`config.mk`:
```
export PLATFORM = sky130hd
export DESIGN_NAME = am_tx
export DESIGN_NICKNAME = d
export VERILOG_FILES = /design/src/rtl/am_tx.sv
export SDC_FILE = /design/constraint.sdc
export NUM_CORES = 1
export LEC_CHECK = 0
export CORE_AREA = 2 2 132 96
export DETAILED_ROUTE_END_ITERATION = 6
export DIE_AREA = 0 0 134 98
export MAX_ROUTING_LAYER = met4
export PLACE_DENSITY = 0.66
export SLEW_MARGIN = 20
export SYNTH_ARGS = -nofsm -noshare
export SYNTH_HDL_FRONTEND = slang
export SYNTH_SLANG_ARGS = --single-unit
```
`constraint.sdc`:
```
create_clock -name clk -period 4.7 [get_ports clk]
set_input_delay 0.47 -clock clk [delete_from_list [all_inputs] [get_ports clk]]
set_output_delay 0.47 -clock clk [all_outputs]
set_load 0.01 [all_outputs]
```
`src/rtl/am_tx.sv`:
```
// am_tx: per-lane 40GBASE-R alignment marker inserter with BIP3/BIP7 generation
module am_tx #(
  parameter int BLOCK_W = 66,
  parameter int LANE_N  = 4,
  parameter int LANE    = 0,
  parameter int GAP_N   = 16383
) (
  input  logic               clk,
  input  logic               nreset,
  input  logic               valid_i,
  input  logic [BLOCK_W-1:0] block_i,
  output logic               ready_o,
  output logic               valid_o,
  output logic [BLOCK_W-1:0] block_o,
  output logic               am_v_o
);
  localparam int GW = $clog2(GAP_N + 1);
  function automatic logic [47:0] am_const(input int l);
    return l == 0 ? 48'hB8896F_477690 :
           l == 1 ? 48'h193B0F_E6C4F0 :
           l == 2 ? 48'h649A3A_9B65C5 : 48'hC2865D_3D79A2;
  endfunction
  localparam logic [47:0] M = am_const(LANE % LANE_N);
  function automatic logic [7:0] bip(input logic [BLOCK_W-1:0] b);
    logic [7:0] r;
    r = {3'b0, b[1], b[0], 3'b0};
    for (int j = 0; j < 8; j++) r ^= b[2+8*j +: 8];
    return r;
  endfunction
  logic [GW-1:0]      gap_q;
  logic [7:0]         bip_q;
  logic               am;
  logic [BLOCK_W-1:0] marker;
  assign am      = gap_q == '0;
  assign ready_o = !am;
  assign marker  = {~bip_q, M[47:24], bip_q, M[23:0], 2'b10};
  always_ff @(posedge clk)
    if (!nreset) begin
      gap_q   <= '0;
      bip_q   <= '0;
      valid_o <= 1'b0;
      am_v_o  <= 1'b0;
      block_o <= '0;
    end else begin
      valid_o <= valid_i;
      if (valid_i) begin
        am_v_o  <= am;
        block_o <= am ? marker : block_i;
        bip_q   <= am ? bip(marker) : bip_q ^ bip(block_i);
        gap_q   <= am ? GW'(1) : (gap_q == GW'(GAP_N) ? '0 : gap_q + GW'(1));
      end
    end
endmodule

```
==> flow_summary_export.csv <==
group,metric,value,unit
routing,viasPerCell,4.934,
synth,synth-edff-count,0,
worst_setup_path,arrival,2.28,ns
clocking,cts_buffer_depth,2,
routing,drt_iter0_markers,201,
synth,syn_inst,462,
power,p_total,1967,uW
grt,overflow,0,
timing,relSlewSlack,42.15,%
clocking,ctsHoldBuffers,0,
floorplanning,die-area,13130,um2
worst_setup_path,r2r_cells,8,
grt,grt_pass1_vias,3652,
layout,drive_gt1_share,5.461,%
hold_path,min-delay-path-class,"register to register",
synth,synth_common_cells,"dfxtp_1, o21ai_0, xnor2_1",
timing,skew,0.01106,ns
floorplanning,num_io_pins,138,
timing,hold_viol_final,0,
layout,syn_to_final_growth,42.19,%
clocking,clkLatencyLatePin,0.35,ns
worst_setup_path,crit_type,"register to primary output",
routing,drc,0,
timing,worst_pin_slew,0.8677,ns
job,max-cap-violations,0,
power,p_leak,0.002009,uW
floorplanning,rows,34,
floorplanning,core_area,11950,um2
worst_setup_path,critical_path.endpoint_type,"primary output",
grt,grt_pass1_wl,19.41,mm
synth,ys_ff_latch,90,
floorplanning,fp.dieH,98,um
synth,synth_nets,533,
floorplanning,initial_core_util,33.99,%
timing,rsz0062_at_grt,"false",
routing,ant_nets,0,
synth,ys_types,44,
clocking,path_clk_slew,0.07,ns
synth,yosysMostFrequentCell,"dfxtp_1",
worst_setup_path,worst_ep_required_time,4.23,ns
placed_design,place_inst,732,
synth,ys_seq_area_share,44.35,%
layout,n_antenna_cell,0,
placed_design,placed_area,5492,um2
timing,setup_tns,0,ns
placed_design,io_buffers,137,
layout,final_net_count,652,
placed_design,hpwl,8.991,mm
grt,grt_usage,19.58,%
synth,ys.flop_type,"dfxtp_1",
clocking,cts_sinks,90,
synth,syn_avg_cell_area,8.794,um2
timing,slew_viol_final,0,
power,power_density,340.6,nW/um2
synth,synth_top_area_share,44.35,%
layout,final_area,5777,um2
synth,async_reset_ff_share,0,%
worst_setup_path,cp_max_fo,11,
placed_design,place.gp.congestion,0.8268,
synth,netlist_area,4063,um2
clocking,h-tree-depth,3,
outcome,outcome,"complete, no violations",
routing,vias,3691,
hold_path,min_path_cells,2,
clocking,cts_tree,"built",
timing,finalSetupViolCount,0,
floorplanning,die_w,134,um
synth,ys_top_cells_by_area,"dfxtp_1, xnor2_1, o21ai_0",
routing,finalWirelength,12.44,mm
synth,yosys_warnings,0,
synth,yosys.area.top_type,"dfxtp_1",
clocking,cts_setup_buffers,0,
timing,fmax,0.3634,GHz
clocking,postCtsResizedCells,0,
worst_setup_path,start_kind,"register",
layout,utilization,48.33,%
timing,finalCritPeriodShare,58.55,%
grt,grt_max_degree,56,
power,ir_worst_vdd,0.1878,mV
layout,fin_cells,748,
routing,drt-wirelength-per-cell,16.62,um
routing,drtPass1Iterations,4,
clocking,root_buffer,"clkbuf_16",
timing,period_needed,2.752,ns
grt,antenna_found_initial,0,
clocking,cts_made_buffers,9,
==> cells in the final DEF, fill, tap and decap left out, drive strengths merged, types with 4 or more instances in the layout <==
cell / count
a21oi: 40
a22oi: 25
a31oi: 9
buf: 5
clkbuf: 9
clkdlybuf4s50: 135
dfxtp: 90
inv: 11
nand2: 25
nand3: 4
nand4: 5
nor2: 41
nor2b: 27
nor3: 4
o21ai: 59
or3: 7
xnor2: 57
xor2: 6
==> final timing paths <==
path            start       end  slack [ns]
max          gap_q[0]   ready_o        1.95
min          bip_q[6]  bip_q[6]        0.49
max reg2reg  gap_q[0]  bip_q[4]        2.33
min reg2reg  bip_q[6]  bip_q[6]        0.49
==> worst max-delay path: stages (launching register included) <==
cell             delay [ns]
dfxtp_1                0.43
inv_1                  0.07
ha_1                   0.20
nor4b_1                0.14
and4_2                 0.24
inv_2                  0.25
clkdlybuf4s50_1        0.60
==> where the power goes <==
part,switching (uW),internal (uW)
logic,203,221
registers,28.3,812
clock network,333,369
total,565,1400
==> sequential cells by signal, indices dropped and copies added (netlist names) <==
register and flops:
am_v_o 1, gap_q 14, bip_q 8, block_o 66, valid_o 1
==> routing by layer <==
layer	up-vias	GRT usage, %	wire (um)
met5	-	-	0
met3	18	6.023	901
met1	1719	26.61	6158
li1	1826	-	-
met2	128	27.73	5185
met4	0	5.974	190
==> per-stage QoR <==
stage	setup WS, ns	hold slack (ns)
after CTS	1.947	0.4866
final	1.948	0.4895
after detailed placement	1.944	0.4768
after global routing	1.835	0.5111
after global placement	2.007	0.4676
after floorplan	2.944	0.4580
==> kinds of logic after synthesis <==
logic type,after synthesis,synth area share [%]
adders and majority gates,2,0.6159
buffers and inverters,39,4.558
DFF,90,44.35
xor gates and xnor gates,65,14.69
and+or+nand+nor,124,15.61
AOI/OAI and AO/OA,142,20.17
==> area by class of cell <==
cell class,instances,area (um2)
Sequential cell,90,1802
Clock inverter,7,60.06
Tap cell,162,202.7
Fill cell,1114,6177
Timing Repair Buffer,140,1384
Clock buffer,9,225.2
Multi-Input combinational cell,333,2077
Inverter,7,26.28
Power figures use the tool's default switching activity.
